## src/rtl/rf_pkg.sv

```systemverilog
// Shared register-file definitions: default geometry, the hardwired-zero index
// and address/data types reused by the hazard unit and decoder.
package rf_pkg;

   localparam int DEF_ADDR_WIDTH = 5;
   localparam int DEF_DATA_WIDTH = 32;
   localparam int DEF_NUM_READ   = 2;
   localparam int ZERO_REG       = 0;

   typedef logic [DEF_ADDR_WIDTH-1:0] rf_addr_t;
   typedef logic [DEF_DATA_WIDTH-1:0] rf_data_t;

endpackage

```

## src/rtl/register_file_mp_if.sv

```systemverilog
// Register-file access bundle: read ports, two write ports and the scoreboard
// set request. The datapath drives it as master; the register file is slave.
interface register_file_mp_if
   import rf_pkg::*;
#(
   parameter int ADDR_WIDTH = DEF_ADDR_WIDTH,
   parameter int DATA_WIDTH = DEF_DATA_WIDTH,
   parameter int NUM_READ   = DEF_NUM_READ
);

   logic [NUM_READ*ADDR_WIDTH-1:0] RA;
   logic [NUM_READ*DATA_WIDTH-1:0] RD;
   logic [NUM_READ-1:0]            BUSY;
   logic                           WE0;
   logic                           WE1;
   logic [ADDR_WIDTH-1:0]          WA0;
   logic [ADDR_WIDTH-1:0]          WA1;
   logic [DATA_WIDTH-1:0]          WD0;
   logic [DATA_WIDTH-1:0]          WD1;
   logic                           SB_SET;
   logic [ADDR_WIDTH-1:0]          SB_ADDR;

   modport master (
      output RA, WE0, WE1, WA0, WA1, WD0, WD1, SB_SET, SB_ADDR,
      input  RD, BUSY
   );

   modport slave (
      input  RA, WE0, WE1, WA0, WA1, WD0, WD1, SB_SET, SB_ADDR,
      output RD, BUSY
   );

endinterface

```

## src/rtl/rf_scoreboard.sv

```systemverilog
// Per-register pending bits for RAW hazard detection: set by an issued producer,
// cleared by its write-back, looked up per read port.
module rf_scoreboard
   import rf_pkg::*;
#(
   parameter int ADDR_WIDTH = DEF_ADDR_WIDTH,
   parameter int NUM_READ   = DEF_NUM_READ,
   parameter int BYPASS     = 1
) (
   input  logic                           CLK,
   input  logic                           RESET,
   input  logic [NUM_READ*ADDR_WIDTH-1:0] ra_i,
   input  logic                           we0_i,
   input  logic [ADDR_WIDTH-1:0]          wa0_i,
   input  logic                           we1_i,
   input  logic [ADDR_WIDTH-1:0]          wa1_i,
   input  logic                           sb_set_i,
   input  logic [ADDR_WIDTH-1:0]          sb_addr_i,
   output logic [NUM_READ-1:0]            busy_o
);

   localparam int DEPTH = 2**ADDR_WIDTH;
   localparam logic [ADDR_WIDTH-1:0] ZERO_ADDR = ADDR_WIDTH'(ZERO_REG);

   logic [DEPTH-1:0] pending_q;
   logic [DEPTH-1:0] pending_d;

   // NOTE: combinational blocks use blocking '=' and assign a default first, so no latch is inferred.
   always_comb begin
      pending_d = pending_q;
      if (we0_i) pending_d[wa0_i] = 1'b0;
      if (we1_i) pending_d[wa1_i] = 1'b0;
      // Set applied last: a newly issued producer outranks the retiring one.
      if (sb_set_i && sb_addr_i != ZERO_ADDR) pending_d[sb_addr_i] = 1'b1;
      pending_d[ZERO_REG] = 1'b0;
   end

   // NOTE: sequential state is updated only with non-blocking '<=' so every flop samples pre-edge values.
   always_ff @(posedge CLK) begin
      if (RESET) pending_q <= '0;
      else       pending_q <= pending_d;
   end

   for (genvar k = 0; k < NUM_READ; k++) begin : g_busy
      logic [ADDR_WIDTH-1:0] ra_k;
      logic                  wr_hit;

      assign ra_k   = ra_i[k*ADDR_WIDTH +: ADDR_WIDTH];
      assign wr_hit = (we0_i && wa0_i == ra_k) || (we1_i && wa1_i == ra_k);
      assign busy_o[k] = pending_q[ra_k] && !((BYPASS != 0) && wr_hit);
   end

endmodule

```

## src/rtl/register_file_mp.sv

```systemverilog
// Multi-port architectural register file: NUM_READ combinational reads, two
// synchronous writes (port 1 wins), hardwired-zero x0, optional write bypass.
module register_file_mp
   import rf_pkg::*;
#(
   parameter int ADDR_WIDTH = DEF_ADDR_WIDTH,
   parameter int DATA_WIDTH = DEF_DATA_WIDTH,
   parameter int NUM_READ   = DEF_NUM_READ,
   parameter int BYPASS     = 1
) (
   input  logic               CLK,
   input  logic               RESET,
   register_file_mp_if.slave  rf
);

   localparam int DEPTH = 2**ADDR_WIDTH;
   localparam logic [ADDR_WIDTH-1:0] ZERO_ADDR = ADDR_WIDTH'(ZERO_REG);

   typedef struct packed {
      logic                  en;
      logic [ADDR_WIDTH-1:0] addr;
      logic [DATA_WIDTH-1:0] data;
   } wr_port_t;

   wr_port_t wr0;
   wr_port_t wr1;

   // en already excludes x0, so later logic never needs to special-case it.
   assign wr0 = '{en: rf.WE0 && rf.WA0 != ZERO_ADDR, addr: rf.WA0, data: rf.WD0};
   assign wr1 = '{en: rf.WE1 && rf.WA1 != ZERO_ADDR, addr: rf.WA1, data: rf.WD1};

   logic [DATA_WIDTH-1:0] regs_q [1:DEPTH-1];
   logic [DATA_WIDTH-1:0] regs_d [1:DEPTH-1];

   always_comb begin
      regs_d = regs_q;
      if (wr0.en) regs_d[wr0.addr] = wr0.data;
      if (wr1.en) regs_d[wr1.addr] = wr1.data;
   end

   // NOTE: this array is built from flops, not a RAM macro, so clearing every entry on reset is legal.
   always_ff @(posedge CLK) begin
      if (RESET) begin
         for (int i = 1; i < DEPTH; i++) regs_q[i] <= '0;
      end else begin
         regs_q <= regs_d;
      end
   end

   for (genvar k = 0; k < NUM_READ; k++) begin : g_read
      logic [ADDR_WIDTH-1:0] ra_k;
      logic [DATA_WIDTH-1:0] rd_k;

      assign ra_k = rf.RA[k*ADDR_WIDTH +: ADDR_WIDTH];

      always_comb begin
         rd_k = '0;
         if (ra_k != ZERO_ADDR) begin
            rd_k = regs_q[ra_k];
            if (BYPASS != 0) begin
               if (wr1.en && wr1.addr == ra_k)      rd_k = wr1.data;
               else if (wr0.en && wr0.addr == ra_k) rd_k = wr0.data;
            end
         end
      end

      assign rf.RD[k*DATA_WIDTH +: DATA_WIDTH] = rd_k;
   end

   rf_scoreboard #(
      .ADDR_WIDTH (ADDR_WIDTH),
      .NUM_READ   (NUM_READ),
      .BYPASS     (BYPASS)
   ) u_scoreboard (
      .CLK       (CLK),
      .RESET     (RESET),
      .ra_i      (rf.RA),
      .we0_i     (rf.WE0),
      .wa0_i     (rf.WA0),
      .we1_i     (rf.WE1),
      .wa1_i     (rf.WA1),
      .sb_set_i  (rf.SB_SET),
      .sb_addr_i (rf.SB_ADDR),
      .busy_o    (rf.BUSY)
   );

endmodule

```

## src/flat_wrapper.sv

```systemverilog
// flat-port wrapper written by rule: the top's interface ports become plain ports
module register_file_mp_flat import rf_pkg::*;
#(
   parameter int ADDR_WIDTH = DEF_ADDR_WIDTH,
   parameter int DATA_WIDTH = DEF_DATA_WIDTH,
   parameter int NUM_READ   = DEF_NUM_READ,
   parameter int BYPASS     = 1
)
  (CLK, RESET, rf_RA, rf_WE0, rf_WE1, rf_WA0, rf_WA1, rf_WD0, rf_WD1, rf_SB_SET, rf_SB_ADDR, rf_RD, rf_BUSY);
  register_file_mp_if #(.ADDR_WIDTH(ADDR_WIDTH), .DATA_WIDTH(DATA_WIDTH), .NUM_READ(NUM_READ)) rf_i ();
  input  logic CLK;
  input  logic RESET;
  input wire logic [$bits(rf_i.RA)-1:0] rf_RA;
  input wire logic [$bits(rf_i.WE0)-1:0] rf_WE0;
  input wire logic [$bits(rf_i.WE1)-1:0] rf_WE1;
  input wire logic [$bits(rf_i.WA0)-1:0] rf_WA0;
  input wire logic [$bits(rf_i.WA1)-1:0] rf_WA1;
  input wire logic [$bits(rf_i.WD0)-1:0] rf_WD0;
  input wire logic [$bits(rf_i.WD1)-1:0] rf_WD1;
  input wire logic [$bits(rf_i.SB_SET)-1:0] rf_SB_SET;
  input wire logic [$bits(rf_i.SB_ADDR)-1:0] rf_SB_ADDR;
  output wire logic [$bits(rf_i.RD)-1:0] rf_RD;
  output wire logic [$bits(rf_i.BUSY)-1:0] rf_BUSY;
  assign rf_i.RA = rf_RA;
  assign rf_i.WE0 = rf_WE0;
  assign rf_i.WE1 = rf_WE1;
  assign rf_i.WA0 = rf_WA0;
  assign rf_i.WA1 = rf_WA1;
  assign rf_i.WD0 = rf_WD0;
  assign rf_i.WD1 = rf_WD1;
  assign rf_i.SB_SET = rf_SB_SET;
  assign rf_i.SB_ADDR = rf_SB_ADDR;
  assign rf_RD = rf_i.RD;
  assign rf_BUSY = rf_i.BUSY;
  register_file_mp #(.ADDR_WIDTH(ADDR_WIDTH), .DATA_WIDTH(DATA_WIDTH), .NUM_READ(NUM_READ), .BYPASS(BYPASS)) u_core (.CLK(CLK), .RESET(RESET), .rf(rf_i));
endmodule
```

## config.mk

```make
export PLATFORM = sky130hd
export DESIGN_NAME = register_file_mp_flat
export DESIGN_NICKNAME = d
export VERILOG_FILES = /design/src/rtl/rf_pkg.sv /design/src/rtl/register_file_mp_if.sv /design/src/rtl/rf_scoreboard.sv /design/src/rtl/register_file_mp.sv /design/src/flat_wrapper.sv
export SDC_FILE = /design/constraint.sdc
export NUM_CORES = 2
export LEC_CHECK = 0
export CAP_MARGIN = 20
export CORE_UTILIZATION = 40
export DETAILED_ROUTE_END_ITERATION = 10
export DONT_BUFFER_PORTS = 1
export PLACE_DENSITY = 0.64
export SLEW_MARGIN = 15
export SYNTH_ARGS = -nofsm -noshare
export SYNTH_HDL_FRONTEND = slang
export SYNTH_HIERARCHICAL = 1
export SYNTH_SLANG_ARGS = --single-unit
```

## constraint.sdc

```tcl
create_clock -name CLK -period 5 [get_ports CLK]
set_input_delay 1.25 -clock CLK [delete_from_list [all_inputs] [get_ports CLK]]
set_output_delay 1.25 -clock CLK [all_outputs]
set_load 0.05 [all_outputs]
```

Word level (Yosys, flattened, before mapping)
Cells that the tools add are included.
{"block": "word_totals", "regBits": 1024, "input_bits": 94, "output_inout_bits": 66, "wordCells": 120}
{"block": "classes", "n_lt_le_gt_ge": 14, "eq_ne": 4, "muxes": 33, "bitwise": 9, "n_reduce_logical": 27}
{"operator": "992-bit bitwise mux", "n": 2}
{"operator": "992-bit 2-to-1 mux", "n": 2}
{"operator": "32-bit 2-to-1 mux", "n": 15}
{"operator": "32-bit binary-select mux with 5-bit select", "n": 2}
{"operator": "32-bit demux with 5-bit select", "n": 2}
{"operator": "32-bit AND", "n": 2}
{"operator": "32-bit NOT", "n": 2}
{"operator": "32-bit OR", "n": 1}
{"operator": "5-bit by 6-bit < comparator with 1-bit output, second input constant", "n": 5}
{"operator": "5-bit nonzero test", "n": 5}
{"operator": "6-bit greater-or-equal comparator, second input constant", "n": 4}
{"operator": "5-bit NOT with 6-bit output", "n": 4}
{"operator": "5-bit equality test", "n": 4}
{"operator": "1-bit logical AND", "n": 18}
{"operator": "1-bit demux with 5-bit select", "n": 3}
{"operator": "5-bit by 1-bit greater-or-equal comparator with 1-bit output, second input constant", "n": 3}
{"operator": "6-bit by 1-bit < comparator with 1-bit output, second input constant", "n": 2}
{"operator": "1-bit binary-select mux with 5-bit select", "n": 2}
{"operator": "1-bit 2-to-1 mux", "n": 5}
{"operator": "1-bit zero test", "n": 2}
{"operator": "1-bit logical OR", "n": 2}

Logic depth before layout (Yosys ltp)
{"block": "logic_depth", "ltp_word": 11, "ltp_mapped": 9, "depth_no_buf": 5}

By module
Netlist, hierarchy kept.
{"module": "register_file_mp", "instances": 1, "cells_per_inst": 6899, "area_each_um2": 62413.6, "seq_area_each_um2": 19859.0}
{"module": "rf_scoreboard", "instances": 1, "cells_per_inst": 267, "area_each_um2": 2349.8, "seq_area_each_um2": 620.6}

Worst setup path before layout
No wires, ideal clock.
{"block": "synth_timing", "path_type": "input to output", "from": "in rf_WA0[2]", "to": "out rf_RD[21]", "t_arrival_ps": 3949, "required_time_ps": 3750, "slack_ps": -199, "cell_stages": 9, "n_path_buf": 4, "path_cell_list": "or2_1 > clkbuf_1 > or4_1 > buf_2 > and4_1 > clkbuf_2 > nand3b_4 > buf_6 > o31ai_1"}
{"block": "synth_between", "elab_chain_len": 6, "word_cells_on_any_way": 7, "classes_between": "eq/ne: 1; mux: 3; reduce/logical: 3"}
{"element": "from (decl)", "line": "flat_wrapper.sv:16", "rtl": "input wire logic [$bits(rf_i.WA0)-1:0] rf_WA0;"}
{"element": "5-bit nonzero test", "line": "register_file_mp.sv:29", "rtl": "assign wr0 = '{en: rf.WE0 && rf.WA0 != ZERO_ADDR, addr: rf.WA0, data: rf.WD0};"}
{"element": "1-bit logical AND", "line": "register_file_mp.sv:29"}
{"element": "1-bit logical AND (*)", "line": "register_file_mp.sv:62", "rtl": "else if (wr0.en && wr0.addr == ra_k) rd_k = wr0.data;"}
{"element": "32-bit 2-to-1 mux (*)", "line": "register_file_mp.sv:62"}
{"element": "32-bit 2-to-1 mux (*)", "line": "register_file_mp.sv:61", "rtl": "if (wr1.en && wr1.addr == ra_k) rd_k = wr1.data;"}
{"element": "32-bit 2-to-1 mux (*)", "line": "register_file_mp.sv:58", "rtl": "if (ra_k != ZERO_ADDR) begin"}
{"element": "to (decl)", "line": "flat_wrapper.sv:22", "rtl": "output wire logic [$bits(rf_i.RD)-1:0] rf_RD;"}
Mark *: on every way between the ends. The rest lies on a longest branch, timed or not.

Worst setup path after layout
{"block": "layout_timing", "from": "in RESET", "to": "reg u_core/regs_q[101] (netlist name)"}
{"element": "from (decl)", "line": "flat_wrapper.sv:12", "rtl": "input logic RESET;"}
{"element": "to (signal assigned)", "line": "register_file_mp.sv:46", "rtl": "regs_q <= regs_d;"}
{"element": "to (decl)", "line": "register_file_mp.sv:32", "rtl": "logic [DATA_WIDTH-1:0] regs_q [1:DEPTH-1];"}
No word-level cell between the ends.

==> key figures <==
Logic synthesis
  • Yosys top cell by area: dfxtp_1
  • Synth top area share: 31.6%
  • Primary FF master, synth: dfxtp_1
  • Cell area after synthesis: 0.0648 mm²
  • Syn nets: 7260
  • EDFF count, synth: 0
  • Ys async rst share: 0%
  • Largest family of logic cells by synthesized area: multiplexers
  • Yosys warnings: 6
  • Post-synthesis compound-gate area fraction: 19.2%
  • Post-synthesis simple-gate area fraction: 11.5%
  • Top post-synthesis cells by area: dfxtp_1 32%, mux2i_1 21%, a211oi_1 11%
  • Cells after Synth: 7166
  • Post-synthesis mux area share: 30.9%
  • Area share of fa/ha/maj cells after synthesis: 0%
  • Synth Register Bits: 1023
  • Count leader, synth: mux2i_1
  • Xor/xnor share of the synthesized area: 0.541%
  • Post-synth top cells: 1361 x mux2i_1, 1023 x dfxtp_1, 1016 x nor2_1
  • Syn avg cell area: 9.04 µm²
  • Sequential area share after synthesis: 31.6%
  • Synth unique cells: 52

Critical path
  • Slowest cell on crit path: a211oi_1
  • Maximum fanout along the worst path: 1023
  • Startpoint Class: primary input
  • Crit path from: RESET
  • Worst path bufs/invs: 0
  • Critical-path cell list: a211oi_1
  • CP Class: primary input to flop
  • FF-to-FF Start: u_core/regs_q[906]
  • Worst setup EP type: flop
  • CP top delay family: compound AO/OA/AOI/OAI gates
  • WP data arrival: 7.84 ns
  • CP required: 5.51 ns
  • Worst path max stage delay: 2.46 ns

Route
  • Wire length per cell: 29.6 µm
  • Drt initial violations: 8777
  • DR vias: 60300
  • Final WL: 261 mm
  • Remaining DRCs: 0
  • Final ANT Viol Nets: 0
  • Via density: 6.82
  • 1st-pass router iterations: 7

Clock network
  • CTS Root Cell: clkbuf_16
  • Clk_lat worst skew: 0.75 ns
  • Clock slew at reported path FFs: 0.06 ns
  • Setup repair bufs after CTS: 0
  • CTS Buf Count: 110
  • CTS Hold Bufs: 0
  • Cts repair resizes: 0
  • Htree depth: 3
  • CTS sink cnt: 1023
  • CTS tree: built
  • Clk buf depth: 3

Power
  • Power Density: 268 mW/mm²
  • Leakage: 0.0257 µW
  • Power Total: 18800 µW
  • Worst vdd ir: 0.000289 V

STA
  • Slew Viols, Final: 991
  • Final setup fails: 796
  • Worst setup margin: -2.33 ns
  • Relative slew slack: -507%
  • Skew final: 0 ns
  • Worst Tran Pin Value: 9.11 ns
  • FMAX: 136 MHz
  • RSZ-0062 raised after global routing: false
  • Final Hold Vio Count: 0
  • Post-layout min period: 7.33 ns
  • Final period util: 147%

GRT
  • GR Util met2: 46.2%
  • Congestion Overflow GR: 0
  • First-pass GRT wire length: 380 mm
  • Largest net degree at the start of global routing: 1024
  • GRT Overall Usage: 30.4%
  • GR peak layer: met2
  • Vias in the first global route: 56900
  • M1 GR Usage: 39.5%
  • Met3 usage: 7.27%
  • Antenna violations before repair: 2

Placement
  • Routability cong.: 0.891
  • Buffers on Ports: 0
  • Dpl cells: 8632
  • Post-DP HPWL: 143 mm

Final layout
  • Area growth syn-to-layout: 8.59%
  • Utilization after layout: 43.8%
  • Post-Layout Cell Count: 8835
  • NumNets Final: 6679
  • Fraction of layout cells with a size suffix above 1: 14.0%

Flow run
  • MaxCap Viol Count: 0

Die
  • Initial Util: 40.3%
  • Full die area: 0.164 mm²
  • Die width: 404 µm
  • CORE AREA: 0.161 mm²
  • # rows: 147
  • IO Count: 160
  • Die Y: 404 µm

Min path
  • Worst hold start: u_core/regs_q[811]
  • Hold Path Class: flop to flop

Outcome
  • Status: finished with violations
  • Failing checks: slew limit, setup timing
## cells by family after synthesis
logic type	after synthesis
and+or+nand+nor	1716
AOI/OAI and AO/OA	1680
DFF	1023
buffers and inverters	985
xor gates and xnor gates	40
muxes	1722
## cell usage in the layout (no fill, tap or decap), types with 15 or more instances in the layout
cell and count:
or3_1 63, a21oi_1 56, clkbuf_16 112, dfxtp_1 1023, xor2_1 26, o31ai_2 62, mux2_2 156, a211oi_1 940
a311oi_1 104, nand2_1 175, clkbuf_8 28, nand2_4 19, and3_1 25, mux4_2 200, inv_1 34, buf_12 33
buf_4 223, a41oi_1 64, nor2_1 1001, nor2b_1 77, nand2_2 18, nand3_1 100, o22ai_1 251, a22oi_1 62
clkbuf_1 33, o31ai_1 63, nor2_4 15, mux2i_1 1361, nor3_1 137, a221oi_1 66
## layout make-up
type	instances	area (µm²)
Fill cell	15000	90200
Multi-Input combinational cell	5158	41100
Sequential cell	1023	20500
Clock buffer	173	3310
Tap cell	2160	2700
Timing Repair Buffer	258	2360
Clock inverter	25	256
Inverter	34	128
Antenna cell	4	10.0
## path summary, 6_finish.rpt
kind	to	slack (ns)	cells after the start
max	u_core/regs_q[101]	-2.33	1
min	u_core/regs_q[811]	0.49	2
max reg2reg	u_core/regs_q[906]	3.79	3
min reg2reg	u_core/regs_q[811]	0.49	2
## where the power goes
part / internal [µW] / switching, µW / leakage [µW] / total [µW]
Sequential: 8310 / 122 / 0.00827 / 8440
Clock: 4720 / 3640 / 0.00176 / 8360
Combinational: 874 / 1150 / 0.0157 / 2020
## registers in the layout, indices dropped and copies added, names as in the netlist
name,flops
u_core/regs_q,992
u_core/u_scoreboard/pending_q,31
## routing by layer
| layer | vias to the layer above | routed length (µm) | share of wire [%] |
|---|---|---|---|
| met5 | - | 16 | 0.0061 |
| met4 | 2 | 15600 | 6.0 |
| met3 | 932 | 30000 | 11 |
| met2 | 3997 | 113000 | 43 |
| met1 | 29600 | 102000 | 39 |
| li1 | 25800 | - | - |
## worst reg2reg max path: cells and delay by family (launching register included)
kind,cells,cell delay (ns)
mux,1,0.26
simple gates,1,0.09
flops,1,0.34
compound gates,1,0.06
## through the flow
stage               hold slack, ns  setup TNS [ns]  instance area [µm²]  setup WS [ns]
floorplan                    0.462          -12.14                64800         -0.199
global placement             0.476               0                66700          0.137
detailed placement           0.487               0                66700         0.0819
CTS                          0.495               0                70300         0.0814
global route                 0.518               0                70300         0.0674
finish                       0.493        -1160.65                70300          -2.33
Note: power is estimated with default switching activity, not from simulation.
